## config.mk

```make
export PLATFORM = sky130hd
export DESIGN_NAME = serial_word_rx
export DESIGN_NICKNAME = d
export VERILOG_FILES = /design/src/rtl/serial_pkg.sv /design/src/rtl/serial_rx_holdbuf.sv /design/src/rtl/serial_word_rx.sv
export SDC_FILE = /design/constraint.sdc
export NUM_CORES = 1
export LEC_CHECK = 0
export ABC_AREA = 1
export CAP_MARGIN = 20
export CORE_MARGIN = 2
export CORE_UTILIZATION = 45
export CTS_CLUSTER_SIZE = 14
export DETAILED_ROUTE_END_ITERATION = 10
export GPL_ROUTABILITY_DRIVEN = 0
export PLACE_DENSITY = 0.84
export SETUP_SLACK_MARGIN = 0.2
export SYNTH_ARGS = -nofsm -noshare
export SYNTH_HDL_FRONTEND = slang
export SYNTH_SLANG_ARGS = --single-unit
```

## constraint.sdc

```tcl
create_clock -name clk -period 1 [get_ports clk]
set_input_delay 0.15 -clock clk [delete_from_list [all_inputs] [get_ports clk]]
set_output_delay 0.15 -clock clk [all_outputs]
set_load 0.005 [all_outputs]
```

## src/rtl/serial_pkg.sv

```systemverilog
// Shared types and line-level constants for the serial word receiver.
package serial_pkg;

  typedef enum logic [1:0] {
    RX_IDLE,
    RX_DATA,
    RX_PARITY,
    RX_STOP
  } rx_state_e;

  localparam logic LINE_IDLE = 1'b1;
  localparam logic START_BIT = 1'b0;

endpackage

```

## src/rtl/serial_rx_holdbuf.sv

```systemverilog
// One-entry valid/ready output buffer; drops a new word and flags overrun when full and stalled.
module serial_rx_holdbuf #(
  parameter int unsigned WIDTH = 8
) (
  input  logic             clk,
  input  logic             rst_n,
  input  logic             load,
  input  logic [WIDTH-1:0] word,
  input  logic             data_ready,
  output logic [WIDTH-1:0] data_out,
  output logic             data_valid,
  output logic             overrun
);

  always_ff @(posedge clk or negedge rst_n) begin
    if (!rst_n) begin
      data_out   <= '0;
      data_valid <= 1'b0;
      overrun    <= 1'b0;
    end else begin
      overrun <= 1'b0;
      if (load) begin
        // A draining buffer can accept the new word in the same cycle.
        if (!data_valid || data_ready) begin
          data_out   <= word;
          data_valid <= 1'b1;
        end else begin
          overrun <= 1'b1;
        end
      end else if (data_valid && data_ready) begin
        data_valid <= 1'b0;
      end
    end
  end

endmodule

```

## src/rtl/serial_word_rx.sv

```systemverilog
// Strobe-qualified serial frame receiver (start, WIDTH data LSB first, optional even parity, stop).
// Parity bit support is compiled in with SERIAL_RX_PARITY_EN.
module serial_word_rx
  import serial_pkg::*;
#(
  parameter int unsigned WIDTH = 8
) (
  input  logic             clk,
  input  logic             rst_n,
  input  logic             bit_valid,
  input  logic             bit_in,
  output logic [WIDTH-1:0] data_out,
  output logic             data_valid,
  input  logic             data_ready,
  output logic             frame_err,
  output logic             parity_err,
  output logic             overrun,
  output logic             busy
);

  localparam int unsigned CW = (WIDTH > 1) ? $clog2(WIDTH) : 1;
  localparam logic [CW-1:0] LAST_BIT = CW'(WIDTH - 1);

  rx_state_e        state, state_n;
  logic [WIDTH-1:0] shreg, shreg_n;
  logic [CW-1:0]    bit_cnt, bit_cnt_n;
  logic             frame_err_n;
  logic             word_good;
`ifdef SERIAL_RX_PARITY_EN
  logic             par_bad, par_bad_n;
  logic             parity_err_n;
`endif

  always_comb begin
    state_n     = state;
    shreg_n     = shreg;
    bit_cnt_n   = bit_cnt;
    frame_err_n = 1'b0;
    word_good   = 1'b0;
`ifdef SERIAL_RX_PARITY_EN
    par_bad_n    = par_bad;
    parity_err_n = 1'b0;
`endif
    if (bit_valid) begin
      unique case (state)
        RX_IDLE: begin
          if (bit_in == START_BIT) begin
            bit_cnt_n = '0;
            state_n   = RX_DATA;
`ifdef SERIAL_RX_PARITY_EN
            par_bad_n = 1'b0;
`endif
          end
        end
        RX_DATA: begin
          shreg_n   = {bit_in, shreg[WIDTH-1:1]};
          bit_cnt_n = bit_cnt + 1'b1;
          if (bit_cnt == LAST_BIT) begin
`ifdef SERIAL_RX_PARITY_EN
            state_n = RX_PARITY;
`else
            state_n = RX_STOP;
`endif
          end
        end
        RX_PARITY: begin
`ifdef SERIAL_RX_PARITY_EN
          par_bad_n = (bit_in != ^shreg);
          state_n   = RX_STOP;
`else
          state_n   = RX_IDLE;
`endif
        end
        RX_STOP: begin
          state_n = RX_IDLE;
          // Framing error wins over parity error; at most one pulse per frame.
          if (bit_in == START_BIT) begin
            frame_err_n = 1'b1;
`ifdef SERIAL_RX_PARITY_EN
          end else if (par_bad) begin
            parity_err_n = 1'b1;
`endif
          end else begin
            word_good = 1'b1;
          end
        end
        default: state_n = RX_IDLE;
      endcase
    end
  end

  always_ff @(posedge clk or negedge rst_n) begin
    if (!rst_n) begin
      state     <= RX_IDLE;
      shreg     <= '0;
      bit_cnt   <= '0;
      frame_err <= 1'b0;
    end else begin
      state     <= state_n;
      shreg     <= shreg_n;
      bit_cnt   <= bit_cnt_n;
      frame_err <= frame_err_n;
    end
  end

`ifdef SERIAL_RX_PARITY_EN
  always_ff @(posedge clk or negedge rst_n) begin
    if (!rst_n) begin
      par_bad    <= 1'b0;
      parity_err <= 1'b0;
    end else begin
      par_bad    <= par_bad_n;
      parity_err <= parity_err_n;
    end
  end
`else
  assign parity_err = 1'b0;
`endif

  assign busy = (state != RX_IDLE);

  serial_rx_holdbuf #(
    .WIDTH (WIDTH)
  ) u_holdbuf (
    .clk        (clk),
    .rst_n      (rst_n),
    .load       (word_good),
    .word       (shreg_n),
    .data_ready (data_ready),
    .data_out   (data_out),
    .data_valid (data_valid),
    .overrun    (overrun)
  );

endmodule
```

# Yosys cells after proc, flatten, opt, wreduce, memory -nomap -nowiden
# Index checks and enable logic that the tools add are counted.
totals:
  regBits: 24
  input_bits: 5
  out_inout_bits: 13
op_classes:
  n_addsub: 1
  n_eq_ne: 7
  n_mux: 18
  reduce_logical: 12
ops:
  columns: ["cell", "count"]
  rows:
  - ["$mux W8", 2]
  - ["$mux W1", 11]
  - ["$ne A2 B2 Y1 const B", 3]
  - ["$pmux W2 S3", 1]
  - ["$pmux W3 S2", 1]
  - ["$reduce_and A3 Y1", 2]
  - ["$reduce_bool A2 Y1", 3]
  - ["$eq A2 B2 Y1 const B", 2]
  - ["$mux W2", 2]
  - ["$reduce_and A2 Y1", 2]
  - ["$add A3 B1 Y3 const B", 1]
  - ["$eq A3 B3 Y1 const B", 1]
  - ["$mux W3", 1]
  - ["$eq A2 B1 Y1 const B", 1]
  - ["$logic_not A2 Y1", 1]
  - ["$reduce_or A2 Y1", 1]
  - ["$logic_and A1 B1 Y1", 1]
  - ["$logic_not A1 Y1", 1]
  - ["$logic_or A1 B1 Y1", 1]

# Longest topological paths before layout
logic_depth:
  ltp_word: 5
  depth_mapped: 7

# By module
# Synthesis repeated with hierarchy kept, for this count alone.
hier_totals:
  hier_cells: 111
  area_unflattened_um2: 1077.3
by_module_without_submodules:
  columns: ["mod", "instances", "cells_each", "area_per_inst_um2", "seq_area_each_um2"]
  rows:
  - ["serial_word_rx", 1, 69, 618.1, 350.3]
  - ["serial_rx_holdbuf", 1, 42, 459.2, 250.2]

# Least setup slack after synthesis
# Ideal clock, no wire load.
synth_timing:
  path_type: "register to register"
  from: "reg bit_cnt[0]"
  to: "reg bit_cnt[2]"
  setup_ps: 83
  arrival_ps: 968
  required_ps: 917
  path_slack_ps: -51
  path_stages_with_launch: 5
  synth_period_minus_slack_ps: 1051
  path_cell_list: "dfrtp_1 > ha_1 > ha_1 > inv_1 > o21ai_0"
synth_via:
  elab_chain_len: 2
synth_rtl:
  columns: ["item", "line_no", "text"]
  rows:
  - ["from (decl)", "serial_word_rx.sv:26", "logic [CW-1:0] bit_cnt, bit_cnt_n;"]
  - ["from (signal assigned)", "serial_word_rx.sv:101", "bit_cnt <= bit_cnt_n;"]
  - ["$add A3 B1 Y3", "serial_word_rx.sv:57", "bit_cnt_n = bit_cnt + 1'b1;"]
  - ["$pmux W3 S2", "serial_word_rx.sv:45", "unique case (state)"]
# No other way between the ends.
# A chain may end at the register's enable or synchronous reset.

# Final worst setup path
layout_timing:
  from: "reg state[1]"
  to: "reg u_holdbuf.data_out[5]"
layout_via:
  elab_chain_len: 4
  elab_cells_between_ends: 7
layout_rtl:
  columns: ["item", "line_no", "text"]
  rows:
  - ["from (decl)", "serial_word_rx.sv:24", "rx_state_e state, state_n;"]
  - ["from (signal assigned)", "serial_word_rx.sv:99", "state <= state_n;"]
  - ["$eq A2 B2 Y1", "serial_word_rx.sv:45", null]
  - ["$mux W1", "serial_word_rx.sv:45", null]
  - ["$mux W1", "serial_word_rx.sv:44", "if (bit_valid) begin"]
  - ["$reduce_and A2 Y1 (no source line)", null, null]
  - ["to (signal assigned)", "serial_rx_holdbuf.sv:25", "data_out <= word;"]
  - ["to (decl)", "serial_rx_holdbuf.sv:10", "output logic [WIDTH-1:0] data_out,"]
# Parallel ways exist; a longest one is shown, timed or not.

==> results.sh <==
export IMPL_synthTopCellsByCount="nand2_1 (46), dfrtp_1 (24), nand4_1 (9)"
export IMPL_setup_viol=25
export IMPL_hold_class="input pin to async pin"
export IMPL_ys_async_sr_fraction=1.000
export IMPL_rsz0062_at_grt="true"
export IMPL_crit_chain="buf_6 > nand3_2 > nor2_2 > nand2_2 > nand2_1 > nand2_1"
export IMPL_drtIter0Drc=10
export IMPL_syn_instance_count=109
export IMPL_post_drt_wl_per_cell_um=14.24
export IMPL_cts_buffer_depth=2
export IMPL_ant_nets=0
export IMPL_ys_ff_latch=24
export IMPL_yosys_area_top_type="dfrtp_1"
export IMPL_dr_total_vias=899
export IMPL_syn_nets=116
export IMPL_maxCapViolations=0
export IMPL_fmaxAchievable_ghz=0.8397
export IMPL_synth_area_um2=994.7
export IMPL_peakVddDrop_uv=1014
export IMPL_grt_pass1_wl_um=3864
export IMPL_globalRouteTotalUtil=0.2045
export IMPL_path_max_fanout=8
export IMPL_row_count=17
export IMPL_area_growth_pct=52.33
export IMPL_period_minus_slack_ns=1.191
export IMPL_cpMostUsedCell="nand2_1"
export IMPL_violations="negative setup slack"
export IMPL_regArea_um2=600.6
export IMPL_multi_input_area_um2=460.4
export IMPL_crit_required_ns=1.22
export IMPL_totalNegativeSetupSlack_ns=-2.659
export IMPL_synth_distinct_cells=14
export IMPL_dr_pass1_iters=4
export IMPL_layout_setup_ws_ns=-0.1909
export IMPL_fin_worst_skew_ns=0.001698
export IMPL_cp_end_kind="register"
export IMPL_synth_top_area_frac=0.6038
export IMPL_pre_cts_ws_ns=-0.3472
export IMPL_drc=0
export IMPL_htreeDepth=1
export IMPL_cts_root_buffer="clkbuf_4"
export IMPL_drive_gt1_frac=0.5067
export IMPL_die_w_um=51.02
export IMPL_chipHeight_um=51.02
export IMPL_num_io_pins=18
export IMPL_cts_buffers=3
export IMPL_cts_sinks=24
export IMPL_synth_most_common_cell="nand2_1"
export IMPL_yosysWarningCount=0
export IMPL_seq_area_frac_synth=0.6038
export IMPL_crit_type="register to register"
export IMPL_crit_arrival_ns=1.41
export IMPL_fin_crit_sh=1.191
export IMPL_overflow=0
export IMPL_power_density_nw_per_um2=1591
export IMPL_slowest_stage="dfrtp_1"
export IMPL_synth_edff_count=0
export IMPL_grt_pass1_vias=870
export IMPL_grt_max_degree=25
export IMPL_routed_wl_um=2534
export IMPL_synth_avg_cell_area_um2=9.126
export IMPL_initial_utilization=0.4630
export IMPL_slew_viol_final=0
export IMPL_crit_path_max_incr_delay_ns=0.40
export IMPL_hold_viol=0
export IMPL_status="finished with violations"
export IMPL_synth_flop_cell="dfrtp_1"
export IMPL_core_area_um2=2148
export IMPL_portBuffers=16
export IMPL_holdBufCountCts=0
export IMPL_ys_top_cells_by_area="dfrtp_1 (60%), nand2_1 (17%), nand4_1 (5.7%)"
export IMPL_cts_tree="built"
export IMPL_cts_clk_slew_worst_paths_ns=0.13
export IMPL_nFillCells=165
export IMPL_dieArea_um2=2603
export IMPL_antenna_found_initial=0
export IMPL_power_leakage_uw=0.0008049
export IMPL_fin_nets=158
export IMPL_setup_worst_path_start_class="register"
export IMPL_n_antenna_cell=0
export IMPL_routed_via_density=5.051
export IMPL_dp_final_hpwl_um=1352
export IMPL_insertion_delay_ns=0.32
final cells by class:
cell class | instances | area share
clock buffer | 4 | 0.02395
tap | 28 | 0.02312
timing repair buffer | 42 | 0.2329
sequential | 24 | 0.3964
multi-input combinational | 72 | 0.3039
inverter | 8 | 0.01982
state kept, by name, summed over array words and instances (netlist names):
| register | cells |
|---|---|
| frame_err | 1 |
| u_holdbuf.data_valid | 1 |
| state | 2 |
| bit_cnt | 3 |
| u_holdbuf.overrun | 1 |
| u_holdbuf.data_out | 8 |
| shreg | 8 |
report_power, final:
group          total (uW)  switching (uW)  internal, uW  leakage (uW)
clock                 512             289           223     0.0000210
combinational         632             306           326      0.000462
sequential           1270             134          1130      0.000322
final timing paths:
check | startpoint | to | slack (ns) | depth (start not counted)
setup / recovery | state[1] | u_holdbuf.data_out[5] | -0.19 | 6
max in group asynchronous | rst_n | u_holdbuf.data_out[7] | 0.70 | 2
hold reg to reg | u_holdbuf.data_out[1] | u_holdbuf.data_out[1] | 0.50 | 2
setup reg to reg | state[1] | u_holdbuf.data_out[5] | -0.19 | 6
hold / removal | rst_n | u_holdbuf.data_valid | 0.16 | 2
min in group clk | u_holdbuf.data_out[1] | u_holdbuf.data_out[1] | 0.50 | 2
kinds of logic after synthesis:
group                    Yosys count  share of synthesized area
AND/OR/NAND/NOR                   64                     0.2780
flip-flops                        24                     0.6038
buffers and inverters             13                    0.06289
AO/OA/AOI/OAI                      5                    0.02642
adder cells (fa/ha/maj)            2                    0.02515
other                              1                   0.003770
placed cells by master (no fill, tap or decap):
cell	Yosys	routed
buf_2	2	12
nor2_4	1	2
nand2_2	1	17
buf_6	0	12
inv_1	8	6
ha_4	0	1
o22ai_2	0	1
inv_2	0	2
o21ai_1	0	4
dfrtp_1	24	24
clkbuf_8	0	1
clkdlybuf4s50_1	0	4
nand2_4	0	4
nand2_1	46	26
buf_4	3	13
nor2_2	0	3
nand3_4	0	1
buf_12	0	1
nand3_2	0	2
nand4_1	9	9
clkbuf_4	0	3
conb_1	1	1
ha_2	0	1
per-layer routing:
metal	GRT usage	wire [um]	vias up
met5	0	0	-
met4	0.09910	55	0
met3	0.03509	144	6
met2	0.3528	1318	34
met1	0.2461	1015	430
li1	-	-	429
critical path: cells and delay by family (launching register included):
family,cells,cell delay [ns]
buf+inv,1,0.11
flops,1,0.40
simple gates,5,0.58
per-stage QoR:
stage / instances / utilization / instance area [um2] / hold slack, ns / power (uW)
final: 178 / 0.7053 / 1515 / 0.1608 / 2410
after CTS: 176 / 0.6639 / 1426 / 0.1616 / 2327
after detailed placement: 162 / 0.5981 / 1285 / 0.4673 / 1667
after global placement: 162 / 0.5981 / 1285 / 0.4519 / 1633
after global routing: 178 / 0.7053 / 1515 / 0.1810 / 2543
after floorplan: 109 / - / 1012 / -0.1456 / 1471
repair_timing:
action                     in CTS  in global routing
setup endpoints to repair      36                 36
gates cloned                    1                  0
resized for setup              78                 21
pin swaps                       8                 12
setup buffers                   9                  2
No activity file was read; power rests on OpenSTA's default activity.
